File: src/rtl/dobby_bus_pkg.sv
// dobby_bus_pkg: shared encodings for the Dobby bus arbiter
//   SZ_BYTE/SZ_HALF/SZ_WORD  bus access size codes (2'b11 is illegal)
//   PORT_IF/PORT_LS          requester identifiers
//   state_t                  arbiter FSM states ST_IDLE/ST_XFER/ST_RESP
//   misaligned()             1 when a size/address pair cannot go on the bus
package dobby_bus_pkg;
  localparam logic [1:0] SZ_BYTE = 2'b00;
  localparam logic [1:0] SZ_HALF = 2'b01;
  localparam logic [1:0] SZ_WORD = 2'b10;
  localparam logic PORT_IF = 1'b0;
  localparam logic PORT_LS = 1'b1;
  typedef enum logic [1:0] {ST_IDLE, ST_XFER, ST_RESP} state_t;
  function automatic logic misaligned(input logic [1:0] size, input logic [1:0] lsb);
    return size == SZ_WORD ? |lsb : size == SZ_HALF ? lsb[0] : size != SZ_BYTE;
  endfunction
endpackage

File: src/rtl/dobby_bus_arbiter_if.sv
// dobby_bus_arbiter_if: request ports of IF and LS plus the external bus pins
//   slave  - arbiter view (takes requests and bus_rdy_i, drives grants/done/bus_*)
//   master - requester/bus-slave view (the opposite directions)
interface dobby_bus_arbiter_if #(
  parameter int ADDR_W = 16,
  parameter int DATA_W = 32
);
  logic              if_req_i;
  logic [ADDR_W-1:0] if_addr_i;
  logic              if_gnt_o;
  logic              if_done_o;
  logic              if_err_o;
  logic [DATA_W-1:0] if_rdata_o;
  logic              ls_req_i;
  logic              ls_we_i;
  logic [1:0]        ls_size_i;
  logic [ADDR_W-1:0] ls_addr_i;
  logic [DATA_W-1:0] ls_wdata_i;
  logic              ls_gnt_o;
  logic              ls_done_o;
  logic              ls_err_o;
  logic [DATA_W-1:0] ls_rdata_o;
  logic              bus_en_o;
  logic              bus_we_o;
  logic [1:0]        bus_size_o;
  logic [ADDR_W-1:0] bus_addr_o;
  logic [DATA_W-1:0] bus_write_data_o;
  logic              bus_rdy_i;
  logic [DATA_W-1:0] bus_read_data_i;
  logic              busy_o;
  modport slave (
    input  if_req_i, if_addr_i, ls_req_i, ls_we_i, ls_size_i, ls_addr_i, ls_wdata_i,
           bus_rdy_i, bus_read_data_i,
    output if_gnt_o, if_done_o, if_err_o, if_rdata_o, ls_gnt_o, ls_done_o, ls_err_o, ls_rdata_o,
           bus_en_o, bus_we_o, bus_size_o, bus_addr_o, bus_write_data_o, busy_o
  );
  modport master (
    output if_req_i, if_addr_i, ls_req_i, ls_we_i, ls_size_i, ls_addr_i, ls_wdata_i,
           bus_rdy_i, bus_read_data_i,
    input  if_gnt_o, if_done_o, if_err_o, if_rdata_o, ls_gnt_o, ls_done_o, ls_err_o, ls_rdata_o,
           bus_en_o, bus_we_o, bus_size_o, bus_addr_o, bus_write_data_o, busy_o
  );
endinterface

File: src/rtl/dobby_bus_timeout.sv
// dobby_bus_timeout: counts bus-phase cycles and flags the last allowed one
//   clk_i, a_reset_h_i  clock, asynchronous active-high reset
//   clr                 hold the count at zero (outside the bus phase)
//   run                 bus phase active without bus_rdy_i
//   expired             this is cycle TIMEOUT_CYCLES of the bus phase with no rdy
module dobby_bus_timeout #(
  parameter int TIMEOUT_CYCLES = 255
) (
  input  logic clk_i,
  input  logic a_reset_h_i,
  input  logic clr,
  input  logic run,
  output logic expired
);
  localparam int CW = $clog2(TIMEOUT_CYCLES + 1);
  logic [CW-1:0] cnt;
  always_ff @(posedge clk_i or posedge a_reset_h_i) begin
    if (a_reset_h_i) cnt <= '0;
    else if (clr) cnt <= '0;
    else if (run) cnt <= cnt + 1'b1;
  end
  assign expired = run && cnt == CW'(TIMEOUT_CYCLES - 1);
endmodule

File: src/rtl/dobby_bus_arbiter.sv
// dobby_bus_arbiter: shares the external bus between instruction fetch (IF) and load/store (LS)
//   clk_i        system clock
//   a_reset_h_i  asynchronous reset, active-high
//   bus          dobby_bus_arbiter_if.slave: IF/LS request ports and bus_* pins
// Optional: define DOBBY_BUS_TIMEOUT_EN to abort bus phases longer than TIMEOUT_CYCLES.
module dobby_bus_arbiter
  import dobby_bus_pkg::*;
#(
  parameter int ADDR_W         = 16,
  parameter int DATA_W         = 32,
  parameter int TIMEOUT_CYCLES = 255,
  parameter bit LS_FIRST       = 1'b1
) (
  input logic             clk_i,
  input logic             a_reset_h_i,
  dobby_bus_arbiter_if.slave bus
);
  state_t state, state_n;
  logic ptr, owner, err_q, sel, tie, any_req, grant, bad, expired;
  logic bus_we_q;
  logic [1:0] bus_size_q;
  logic [ADDR_W-1:0] bus_addr_q;
  logic [DATA_W-1:0] bus_wdata_q, if_rdata_q, ls_rdata_q;
  assign any_req = bus.if_req_i | bus.ls_req_i;
  assign tie = bus.if_req_i & bus.ls_req_i;
  assign sel = tie ? ptr : (bus.ls_req_i ? PORT_LS : PORT_IF);
  assign bad = sel == PORT_LS ? misaligned(bus.ls_size_i, bus.ls_addr_i[1:0]) : |bus.if_addr_i[1:0];
  assign grant = state == ST_IDLE && any_req;
`ifdef DOBBY_BUS_TIMEOUT_EN
  dobby_bus_timeout #(.TIMEOUT_CYCLES(TIMEOUT_CYCLES)) u_timeout (
    .clk_i,
    .a_reset_h_i,
    .clr(state != ST_XFER),
    .run(state == ST_XFER && !bus.bus_rdy_i),
    .expired
  );
`else
  assign expired = 1'b0;
`endif
  always_ff @(posedge clk_i or posedge a_reset_h_i) begin
    if (a_reset_h_i) state <= ST_IDLE;
    else state <= state_n;
  end
  always_comb begin
    state_n = state;
    case (state)
      ST_IDLE: state_n = any_req ? (bad ? ST_RESP : ST_XFER) : ST_IDLE;
      ST_XFER: state_n = bus.bus_rdy_i || expired ? ST_RESP : ST_XFER;
      default: state_n = ST_IDLE;
    endcase
  end
  // Grants are combinational on req so that req->done is grant, XFER, RESP;
  // masked during reset so every output reads 0 while it is held.
  always_ff @(posedge clk_i or posedge a_reset_h_i) begin
    if (a_reset_h_i) begin
      ptr         <= LS_FIRST;
      owner       <= PORT_IF;
      err_q       <= 1'b0;
      bus_we_q    <= 1'b0;
      bus_size_q  <= '0;
      bus_addr_q  <= '0;
      bus_wdata_q <= '0;
      if_rdata_q  <= '0;
      ls_rdata_q  <= '0;
    end else begin
      if (grant) begin
        owner       <= sel;
        err_q       <= bad;
        bus_we_q    <= sel == PORT_LS && bus.ls_we_i;
        bus_size_q  <= sel == PORT_LS ? bus.ls_size_i : SZ_WORD;
        bus_addr_q  <= sel == PORT_LS ? bus.ls_addr_i : bus.if_addr_i;
        bus_wdata_q <= sel == PORT_LS ? bus.ls_wdata_i : '0;
        if (tie) ptr <= ~sel;
      end
      // A timeout returns 0 as data; a normal completion only updates rdata on reads.
      if ((state == ST_XFER && bus.bus_rdy_i && !bus_we_q) || expired) begin
        if (owner == PORT_LS) ls_rdata_q <= expired ? '0 : bus.bus_read_data_i;
        else if_rdata_q <= expired ? '0 : bus.bus_read_data_i;
      end
      if (expired) err_q <= 1'b1;
    end
  end
  assign bus.if_gnt_o         = grant && sel == PORT_IF && !a_reset_h_i;
  assign bus.ls_gnt_o         = grant && sel == PORT_LS && !a_reset_h_i;
  assign bus.if_done_o        = state == ST_RESP && owner == PORT_IF;
  assign bus.ls_done_o        = state == ST_RESP && owner == PORT_LS;
  assign bus.if_err_o         = bus.if_done_o && err_q;
  assign bus.ls_err_o         = bus.ls_done_o && err_q;
  assign bus.if_rdata_o       = if_rdata_q;
  assign bus.ls_rdata_o       = ls_rdata_q;
  assign bus.bus_en_o         = state == ST_XFER;
  assign bus.bus_we_o         = bus_we_q;
  assign bus.bus_size_o       = bus_size_q;
  assign bus.bus_addr_o       = bus_addr_q;
  assign bus.bus_write_data_o = bus_wdata_q;
  assign bus.busy_o           = state != ST_IDLE;
endmodule

File: src/flat_wrapper.sv
// flat-port wrapper written by rule: the top's interface ports become plain ports
module dobby_bus_arbiter_flat import dobby_bus_pkg::*;
#(
  parameter int ADDR_W         = 16,
  parameter int DATA_W         = 32,
  parameter int TIMEOUT_CYCLES = 255,
  parameter bit LS_FIRST       = 1'b1
)
  (clk_i, a_reset_h_i, bus_if_req_i, bus_if_addr_i, bus_ls_req_i, bus_ls_we_i, bus_ls_size_i, bus_ls_addr_i, bus_ls_wdata_i, bus_bus_rdy_i, bus_bus_read_data_i, bus_if_gnt_o, bus_if_done_o, bus_if_err_o, bus_if_rdata_o, bus_ls_gnt_o, bus_ls_done_o, bus_ls_err_o, bus_ls_rdata_o, bus_bus_en_o, bus_bus_we_o, bus_bus_size_o, bus_bus_addr_o, bus_bus_write_data_o, bus_busy_o);
  dobby_bus_arbiter_if #(.ADDR_W(ADDR_W), .DATA_W(DATA_W)) bus_i ();
  input logic clk_i;
  input logic a_reset_h_i;
  input wire logic [$bits(bus_i.if_req_i)-1:0] bus_if_req_i;
  input wire logic [$bits(bus_i.if_addr_i)-1:0] bus_if_addr_i;
  input wire logic [$bits(bus_i.ls_req_i)-1:0] bus_ls_req_i;
  input wire logic [$bits(bus_i.ls_we_i)-1:0] bus_ls_we_i;
  input wire logic [$bits(bus_i.ls_size_i)-1:0] bus_ls_size_i;
  input wire logic [$bits(bus_i.ls_addr_i)-1:0] bus_ls_addr_i;
  input wire logic [$bits(bus_i.ls_wdata_i)-1:0] bus_ls_wdata_i;
  input wire logic [$bits(bus_i.bus_rdy_i)-1:0] bus_bus_rdy_i;
  input wire logic [$bits(bus_i.bus_read_data_i)-1:0] bus_bus_read_data_i;
  output wire logic [$bits(bus_i.if_gnt_o)-1:0] bus_if_gnt_o;
  output wire logic [$bits(bus_i.if_done_o)-1:0] bus_if_done_o;
  output wire logic [$bits(bus_i.if_err_o)-1:0] bus_if_err_o;
  output wire logic [$bits(bus_i.if_rdata_o)-1:0] bus_if_rdata_o;
  output wire logic [$bits(bus_i.ls_gnt_o)-1:0] bus_ls_gnt_o;
  output wire logic [$bits(bus_i.ls_done_o)-1:0] bus_ls_done_o;
  output wire logic [$bits(bus_i.ls_err_o)-1:0] bus_ls_err_o;
  output wire logic [$bits(bus_i.ls_rdata_o)-1:0] bus_ls_rdata_o;
  output wire logic [$bits(bus_i.bus_en_o)-1:0] bus_bus_en_o;
  output wire logic [$bits(bus_i.bus_we_o)-1:0] bus_bus_we_o;
  output wire logic [$bits(bus_i.bus_size_o)-1:0] bus_bus_size_o;
  output wire logic [$bits(bus_i.bus_addr_o)-1:0] bus_bus_addr_o;
  output wire logic [$bits(bus_i.bus_write_data_o)-1:0] bus_bus_write_data_o;
  output wire logic [$bits(bus_i.busy_o)-1:0] bus_busy_o;
  assign bus_i.if_req_i = bus_if_req_i;
  assign bus_i.if_addr_i = bus_if_addr_i;
  assign bus_i.ls_req_i = bus_ls_req_i;
  assign bus_i.ls_we_i = bus_ls_we_i;
  assign bus_i.ls_size_i = bus_ls_size_i;
  assign bus_i.ls_addr_i = bus_ls_addr_i;
  assign bus_i.ls_wdata_i = bus_ls_wdata_i;
  assign bus_i.bus_rdy_i = bus_bus_rdy_i;
  assign bus_i.bus_read_data_i = bus_bus_read_data_i;
  assign bus_if_gnt_o = bus_i.if_gnt_o;
  assign bus_if_done_o = bus_i.if_done_o;
  assign bus_if_err_o = bus_i.if_err_o;
  assign bus_if_rdata_o = bus_i.if_rdata_o;
  assign bus_ls_gnt_o = bus_i.ls_gnt_o;
  assign bus_ls_done_o = bus_i.ls_done_o;
  assign bus_ls_err_o = bus_i.ls_err_o;
  assign bus_ls_rdata_o = bus_i.ls_rdata_o;
  assign bus_bus_en_o = bus_i.bus_en_o;
  assign bus_bus_we_o = bus_i.bus_we_o;
  assign bus_bus_size_o = bus_i.bus_size_o;
  assign bus_bus_addr_o = bus_i.bus_addr_o;
  assign bus_bus_write_data_o = bus_i.bus_write_data_o;
  assign bus_busy_o = bus_i.busy_o;
  dobby_bus_arbiter #(.ADDR_W(ADDR_W), .DATA_W(DATA_W), .TIMEOUT_CYCLES(TIMEOUT_CYCLES), .LS_FIRST(LS_FIRST)) u_core (.clk_i(clk_i), .a_reset_h_i(a_reset_h_i), .bus(bus_i));
endmodule
File: config.mk
export PLATFORM = sky130hd
export DESIGN_NAME = dobby_bus_arbiter_flat
export DESIGN_NICKNAME = d
export VERILOG_FILES = /design/src/rtl/dobby_bus_pkg.sv /design/src/rtl/dobby_bus_arbiter_if.sv /design/src/rtl/dobby_bus_timeout.sv /design/src/rtl/dobby_bus_arbiter.sv /design/src/flat_wrapper.sv
export SDC_FILE = /design/constraint.sdc
export NUM_CORES = 1
export LEC_CHECK = 0
export ABC_CLOCK_PERIOD_IN_PS = 9900
export CAP_MARGIN = 5
export CORE_AREA = 2 2 135 97
export CTS_CLUSTER_DIAMETER = 120
export DETAILED_ROUTE_END_ITERATION = 8
export DIE_AREA = 0 0 137 99
export PLACE_DENSITY = 0.86
export REMOVE_ABC_BUFFERS = 1
export SYNTH_ARGS = -nofsm -noshare
export SYNTH_HDL_FRONTEND = slang
export SYNTH_HIERARCHICAL = 1
export SYNTH_SLANG_ARGS = --single-unit
File: constraint.sdc
create_clock -name clk_i -period 9.9 [get_ports clk_i]
set_input_delay 1.98 -clock clk_i [delete_from_list [all_inputs] [get_ports clk_i]]
set_output_delay 1.98 -clock clk_i [all_outputs]
set_load 0.01 [all_outputs]
==> results of run 1 <==
==> stage by stage <==
| step | hold slack (ns) | std cells |
|---|---|---|
| after detailed placement | 0.481 | 683 |
| after global placement | 0.470 | 683 |
| after CTS | 0.500 | 714 |
| after global routing | 0.517 | 714 |
| after floorplan | 0.481 | 291 |
| final | 0.495 | 714 |
==> worst max-delay path: stages <==
cell	delay [ns]
clkdlybuf4s50_1	0.59
nand2_1	0.13
and3_1	0.56
and2_1	0.21
clkdlybuf4s50_1	0.53
==> logic make-up (layout without fill, tap and decap cells) <==
| family | Yosys count | in the layout |
|---|---|---|
| AND/OR/NAND/NOR | 25 | 25 |
| flip-flops | 120 | 120 |
| buffers and inverters | 27 | 264 |
| multiplexers | 64 | 64 |
| AO/OA/AOI/OAI | 78 | 78 |
| XOR/XNOR | 1 | 1 |
==> area by class of cell <==
cell class	count	area, µm²	area share, %
Timing Repair Buffer	230	2290	29.2
Clock buffer	18	439	5.59
Multi-Input combinational cell	168	1670	21.2
Clock inverter	13	240	3.06
Sequential cell	120	3000	38.2
Inverter	3	13.8	0.175
Tap cell	162	203	2.58
==> registers in the layout (all words and copies together) (netlist names) <==
register / count
u_core/bus.bus_write_data_o: 32
u_core/bus.if_rdata_o: 32
u_core/bus.ls_rdata_o: 32
u_core/bus.bus_addr_o: 16
u_core/bus.bus_size_o: 2
u_core/state: 2
u_core/bus.bus_we_o: 1
u_core/err_q: 1
u_core/owner: 1
u_core/ptr: 1
==> worst paths after layout <==
check	endpoint	slack, ns	from
worst max-delay path	bus_if_gnt_o	3.91	bus_ls_req_i
worst min-delay path	u_core/bus.bus_write_data_o[30]$_DFFE_PP0N_	0.50	u_core/bus.bus_write_data_o[30]$_DFFE_PP0N_
worst max register to register	u_core/err_q$_DFFE_PP0N_	7.76	u_core/state[0]$_DFF_PP0_
worst min register to register	u_core/bus.bus_write_data_o[30]$_DFFE_PP0N_	0.50	u_core/bus.bus_write_data_o[30]$_DFFE_PP0N_
max in group asynchronous	u_core/bus.bus_write_data_o[16]$_DFFE_PP0N_	6.52	a_reset_h_i
min in group asynchronous	u_core/bus.bus_addr_o[6]$_DFFE_PP0N_	2.08	a_reset_h_i
==> cell usage in the layout (no fill, tap or decap), types with 2 or more instances in the layout <==
cell,count
a21oi_1,4
mux2_2,32
inv_1,2
bufinv_16,6
nand2_1,2
nor2_1,4
a31oi_1,2
a221o_1,15
a21boi_0,14
a22o_1,34
clkbuf_16,17
buf_4,4
and3_1,2
clkinv_4,2
o31ai_1,2
mux2_1,2
inv_6,4
clkdlybuf4s50_1,226
dfrtp_1,119
a21bo_2,2
or2_2,2
nand3_1,3
and2_1,3
mux2_4,30
==> power by group through the flow <==
stage | clock [mW] | combinational [mW] | sequential (mW)
detailed placement | 0 | 1.03 | 0.845
floorplan | 0 | 0.357 | 0.926
global placement | 0 | 1.01 | 0.838
finish | 0.707 | 1.03 | 0.844
CTS | 0.720 | 1.04 | 0.847
global route | 0.747 | 1.09 | 0.873
==> metal layers <==
metal  up-vias  global-route usage, %
li1       1619                      -
met1      1800                   25.4
met2       149                   30.0
met3        11                   6.12
met4         0                   4.76
met5         -                      0
==> impl_results.rst, run 1 <==
.. list-table::
   :header-rows: 1

   * - Metric
     - Value
   * - Critical Path Start Type
     - input pin
   * - Maximum VDD drop
     - between 150 and 200 µV
   * - Sort of element at the end of the critical path
     - output port
   * - Cell area power density
     - between 300 and 400 nW/µm²
   * - Number of max-cap violations
     - 0
   * - Yosys reg bits
     - between 100 and 150
   * - Critical path fanouts, max
     - 15
   * - Cells after synthesis
     - between 300 and 400
   * - Arrival time at the worst endpoint
     - about 4 ns
   * - Slew Limit Headroom
     - between 15 and 20%
   * - Remaining number of nets flagged by the antenna check after routing
     - 0
   * - Core utilization of the finished layout
     - between 60 and 70%
   * - Number of antenna violations at the first check in global routing
     - 0
   * - Number of library cell types mapped by synthesis
     - 37
   * - H-tree depth
     - 4
   * - Post-CTS Hold Buffers
     - 0
   * - CTS buffer count
     - 17
   * - Via count of the routed design
     - roughly 3.6k
   * - Area added between synthesis and finish
     - 63.5%
   * - Clock Power Share
     - a little over a quarter
   * - Cell type with the largest total area after synthesis
     - dfrtp_1
   * - Global-route wire length before repair
     - 20100 µm
   * - Share of synthesized cell area in full adder, half adder and majority cells
     - 0%
   * - Routed metal-1 wirelength
     - roughly 5500 µm
   * - Max-slew violation total from the final report
     - 0
   * - Die outline height
     - 99 µm
   * - Net switching power of the design
     - 0.749 mW
   * - Sum of met3 wire segment lengths after detailed routing
     - 893 µm
   * - Clock tree skew after final layout
     - about 0.010 ns
   * - Latest clock arrival within the worst-skew pair
     - around 0.40 ns
   * - Largest net degree at the start of global routing
     - 66
   * - Cell-internal power
     - approximately 1.8 mW
   * - DR iter-0 viols
     - 178
   * - Top cells by area, synth
     - dfrtp_1 (62%), mux2_4 (9.4%), mux2_2 (7.5%)
   * - Area fraction in and, or, nand and nor cells after synthesis
     - roughly 3.3%
   * - Vias in the first global route
     - 3808
   * - Compound-cell area share of the yosys netlist
     - a little over an eighth
   * - Total Negative Setup Slacks
     - 0 ns
   * - Sequential fraction of design power
     - 32.7%
   * - Post-placement setup slack
     - just under 4 ns
   * - Initial core utilization
     - approximately two fifths
   * - Type of the most critical hold path
     - flip-flop to flip-flop
   * - Crit path setup slack, layout
     - roughly 4 ns
   * - Detailed Routing Iterations Pass 1
     - 4
   * - Number of buffers added on ports
     - approximately 230
   * - Unrepaired setup endpoints after global routing
     - no
   * - Total chip power
     - 2.58 mW
   * - Hold Fails Final Rpt
     - 0
   * - Standard cell core area
     - roughly 12000 µm²
   * - Data required time at the worst endpoint
     - between 7 and 8 ns
   * - Overall die width
     - 137 µm
   * - Post-CTS repair timing setup buffer count
     - 0
   * - Detail-routed via count per cell
     - approximately 5
   * - DRC violation count after routing
     - 0
   * - Routability congestion estimate
     - 0.802
   * - Area enclosed by the die boundary
     - ~14000 µm²
   * - Count of filler cells inserted in the layout
     - around 900
   * - Fin crit share
     - 60.5%
   * - Highest metal layer with signal wires
     - met4
   * - Nets
     - approximately 640
   * - Row Count
     - 34
   * - Number of synthesis warnings
     - 6
   * - TritonCTS clock tree
     - done
   * - Cell area after placement
     - slightly above 7000 µm²
   * - Mux share of post-synthesis cell area
     - 17.3%
   * - Maximum clock insertion buffer count
     - 2
   * - Hold Crit Depth
     - 1
   * - Most used flip-flop cell after synthesis
     - dfrtp_1
   * - GRT Resource Usage Total
     - 19.0%
   * - Outcome
     - finished clean
   * - Fraction of final layout cells sized beyond drive strength 1
     - 19.4%
   * - Static Leakage
     - about 3.5 nW
   * - Portion of the post-synthesis area used by sequential elements
     - roughly 62%
   * - Number of synthesized flops with an enable pin
     - 0
   * - Cell area after layout
     - 7860 µm²
   * - Main combinational cell family by area after synthesis
     - multiplexers
   * - Share of Yosys cell area claimed by the top area cell type
     - around three fifths
   * - Reg2reg path depth
     - 4
   * - Synthesized area
     - about 4800 µm²
   * - Syn_area_per_cell
     - 15.3 µm²
   * - Most common cell in the netlist
     - dfrtp_1
   * - Worst Max-Slew Pin Slew
     - roughly 1.2 ns
   * - Sink Count
     - 120
   * - Top cells by instance count after synthesis
     - dfrtp_1 (119), a22o_1 (34), mux2_2 (32)
   * - Proportion of register bits with asynchronous set or reset after synthesis
     - 100%
   * - Post-DP HPWL
     - 8820 µm
   * - Crit path time final
     - 5.99 ns
   * - CTS clk-pin slew, worst paths
     - around 0.060 ns
   * - Cell at the root of the clock tree
     - clkbuf_16
   * - Upper clock frequency limit
     - between 150 and 200 MHz
   * - Residual overflow from global routing
     - 0
   * - IO Count
     - ~230
   * - Worst setup path category
     - input pin to output port
   * - Detail Route met2 WL
     - 6090 µm
   * - Count of inserted antenna diode cells
     - 0
   * - Total wirelength of the detailed-routed design
     - about 13000 µm
   * - Synthesized-area fraction occupied by xor and xnor cells
     - less than 1%
   * - Switching Fraction
     - slightly below 30%
   * - Relative contribution of combinational cells to total power
     - 39.9%
   * - Final routed wire length divided by cell count
     - approximately 18 µm
   * - Quantity of gates resized following cts
     - 0
   * - Setup-violating endpoint count in the final report
     - 0
Power figures use the tool's default switching activity.
==> run 2: changes to the inputs <==
--- a/config.mk
+++ b/config.mk
@@ -5,13 +5,13 @@
 export SDC_FILE = /design/constraint.sdc
 export NUM_CORES = 1
 export LEC_CHECK = 0
-export ABC_CLOCK_PERIOD_IN_PS = 9900
+export ABC_CLOCK_PERIOD_IN_PS = 5250
 export CAP_MARGIN = 5
-export CORE_AREA = 2 2 135 97
+export CORE_AREA = 2 2 140 101
 export CTS_CLUSTER_DIAMETER = 120
 export DETAILED_ROUTE_END_ITERATION = 8
-export DIE_AREA = 0 0 137 99
-export PLACE_DENSITY = 0.86
+export DIE_AREA = 0 0 142 103
+export PLACE_DENSITY = 0.84
 export REMOVE_ABC_BUFFERS = 1
 export SYNTH_ARGS = -nofsm -noshare
 export SYNTH_HDL_FRONTEND = slang
==> constraint.sdc (replaced) <==
create_clock -name clk_i -period 5.25 [get_ports clk_i]
set_input_delay 1.05 -clock clk_i [delete_from_list [all_inputs] [get_ports clk_i]]
set_output_delay 1.05 -clock clk_i [all_outputs]
set_load 0.01 [all_outputs]
==> run 2 against run 1 <==
  * Clock skew down 0.0055 ns
  * Worst setup slack got worse by 2.6 ns
  * Core utilization is 6.0 points lower
  * First-iteration DRC count fell by 28%
  * Total power grew 84%
  * Via count decreased by 0.14%
  * Cell area fell by 0.40%
  * Clock power up 71%
  * Global-route usage shrank 1.1 points
  * Clock-buffer cell count rose by 1
  * Critical endpoint unchanged
==> impl_results.rst, run 2 (synthesized netlist as in run 1, its figures left out) <==
.. list-table::
   :header-rows: 1

   * - Metric
     - Value
   * - Outcome
     - finished clean
   * - Sink Count
     - 120
   * - Buffers plus inverters on the worst setup path
     - 3
   * - Row Count
     - 36
   * - CP most frequent cell
     - clkdlybuf4s50_1
   * - Static Leakage
     - 3.48 nW
   * - TritonCTS clock tree
     - done
   * - Maximum clock insertion buffer count
     - 2
   * - Switching Fraction
     - around 30%
   * - Relative contribution of combinational cells to total power
     - between 40% and 50%
   * - Crit Reg-Reg Endpoint
     - u_core/bus.bus_write_data_o[7]$_DFFE_PP0N_
   * - Total chip power
     - 4.75 mW
   * - Worst hold endpoint
     - u_core/bus.if_rdata_o[2]$_DFFE_PP0P_
   * - H-tree depth
     - 4
   * - Critical Path Start Type
     - input pin
   * - Critical hold path startpoint
     - u_core/bus.if_rdata_o[2]$_DFFE_PP0P_
   * - Number of max-cap violations
     - 0
   * - Fin crit share
     - about three quarters
   * - CTS buffer count
     - 17
   * - Commonest cells after routing, fill and taps aside
     - clkdlybuf4s50_1 (226), dfrtp_1 (119), a22o_1 (34), mux2_2 (32), mux2_4 (30)
   * - Post-DP HPWL
     - 9170 µm
   * - Detail-routed via count per cell
     - 4.92
   * - Crit path time final
     - just under 4 ns
   * - Via count of the routed design
     - 3574
   * - Total wirelength of the detailed-routed design
     - around 13000 µm
   * - Detailed Routing Iterations Pass 1
     - 4
   * - Remaining number of nets flagged by the antenna check after routing
     - 0
   * - Initial core utilization
     - between 30% and 40%
   * - Reg-to-reg startpoint
     - u_core/state[0]$_DFF_PP0_
   * - Max-slew violation total from the final report
     - 0
   * - Family with the most delay on the worst path
     - buffers and inverters
   * - Overall die width
     - roughly 140 µm
   * - Arrival time at the worst endpoint
     - approximately 2.9 ns
   * - Upper clock frequency limit
     - about 250 MHz
   * - Quantity of gates resized following cts
     - 0
   * - Vias in the first global route
     - between 3k and 4k
   * - Critical path fanouts, max
     - 15
   * - Fraction of final layout cells sized beyond drive strength 1
     - about a fifth
   * - Slew Limit Headroom
     - between 10% and 20%
   * - Latest clock arrival within the worst-skew pair
     - 0.40 ns
   * - Clock Power Share
     - between 20% and 30%
   * - Clock tree skew after final layout
     - about 0.005 ns
   * - Largest net degree at the start of global routing
     - between 60 and 70
   * - Data required time at the worst endpoint
     - between 4 and 5 ns
   * - DRC violation count after routing
     - 0
   * - Nets
     - 646
   * - Sort of element at the end of the critical path
     - output port
   * - Slowest stage delay, CP
     - around 0.71 ns
   * - Unrepaired setup endpoints after global routing
     - no
   * - Type of the most critical hold path
     - flip-flop to flip-flop
   * - Number of antenna violations at the first check in global routing
     - 1
   * - Hold Crit Depth
     - 1
   * - Number of buffers added on ports
     - approximately 230
   * - Die outline height
     - 103 µm
   * - Commonest non-fill, non-tap cell in the layout
     - clkdlybuf4s50_1
   * - Critical-path cell with the highest stage delay
     - clkdlybuf4s50_1
   * - CTS clk-pin slew, worst paths
     - 0.06 ns
   * - Minimum setup slack among reg-to-reg paths
     - 3.10 ns
   * - Hold slack final
     - 0.483 ns
   * - Worst Max-Slew Pin Slew
     - 1.26 ns
   * - Routability congestion estimate
     - 0.785
   * - Worst setup path category
     - input pin to output port
   * - GRT Resource Usage Total
     - between 15 and 20%
   * - Setup-violating endpoint count in the final report
     - 0
   * - Hold Fails Final Rpt
     - 0
   * - Post-CTS Hold Buffers
     - 0
   * - Cell area power density
     - between 600 and 700 nW/µm²
   * - Count of inserted antenna diode cells
     - 0
   * - Reg2reg path depth
     - 4
   * - Cell-internal power
     - approximately 3.3 mW
   * - Sequential fraction of design power
     - 33.5%
   * - Post-CTS repair timing setup buffer count
     - 0
   * - Final routed wire length divided by cell count
     - ~18 µm
   * - Count of filler cells inserted in the layout
     - between 1k and 1.5k
   * - Maximum VDD drop
     - 292 µV
   * - Critical path, cell by cell
     - clkdlybuf4s50_1, nand2_1, and3_1, buf_4, and2_1, clkdlybuf4s50_1
   * - Standard cell core area
     - between 10000 and 15000 µm²
   * - DR iter-0 viols
     - ~130
   * - Residual overflow from global routing
     - 0
   * - Global-route wire length before repair
     - just over 20000 µm
   * - Cell at the root of the clock tree
     - clkbuf_16
   * - Area enclosed by the die boundary
     - approximately 15000 µm²
   * - Area added between synthesis and finish
     - 62.9%
   * - Net switching power of the design
     - ~1.4 mW
   * - IO Count
     - between 200 and 250
   * - Total Negative Setup Slacks
     - 0 ns
## run 2: worst max path at each step
stage / start / to / slack (ns) / cells after the start
floorplan: a_reset_h_i / bus_if_gnt_o / 0.25 / 2
global placement: bus_ls_req_i / bus_if_gnt_o / 1.39 / 6
detailed placement: bus_ls_req_i / bus_if_gnt_o / 1.33 / 6
CTS: bus_ls_req_i / bus_if_gnt_o / 1.30 / 6
global route: bus_ls_req_i / bus_if_gnt_o / 1.19 / 6
finish: bus_ls_req_i / bus_if_gnt_o / 1.29 / 6
## run 2: power by group through the flow
stage          Clock (mW)  Combinational, mW  Sequential (mW)
6_report             1.21               1.95             1.59
4_1_cts              1.24               1.97             1.59
2_1_floorplan           0              0.673             1.75
5_1_grt              1.28               2.07             1.64
3_3_place_gp            0               1.91             1.58
3_5_place_dp            0               1.96             1.59
## run 2: worst reg2reg max path: stages (launching register included)
cell	delay, ns
dfrtp_1	0.44
nor2_1	0.11
buf_4	0.24
nand2_1	0.76
a22o_1	0.48
## run 2: through the flow
step	instances	utilization (%)	area (µm²)	setup slack (ns)
floorplan	291	-	4680	0.246
global placement	694	53.5	7210	1.39
detailed placement	694	53.5	7210	1.33
CTS	726	58.1	7830	1.30
global route	726	58.1	7830	1.19
finish	726	58.1	7830	1.29
## run 2: area by class of cell
| cell class | instances | area [µm²] | area share, % |
|---|---|---|---|
| Clock inverter | 13 | 169 | 2.16 |
| Multi-Input combinational cell | 168 | 1670 | 21.3 |
| Tap cell | 171 | 214 | 2.73 |
| Clock buffer | 19 | 453 | 5.78 |
| Timing Repair Buffer | 232 | 2310 | 29.5 |
| Sequential cell | 120 | 3000 | 38.4 |
| Inverter | 3 | 13.8 | 0.176 |
## run 2: routing by layer
layer	part of all wire (%)	vias to the layer above	GRT usage, %
met4	1.7	2	7.15
met5	0.10	-	0
met1	43	1767	23.0
met3	7.5	22	6.22
met2	47	161	28.0
li1	-	1622	-
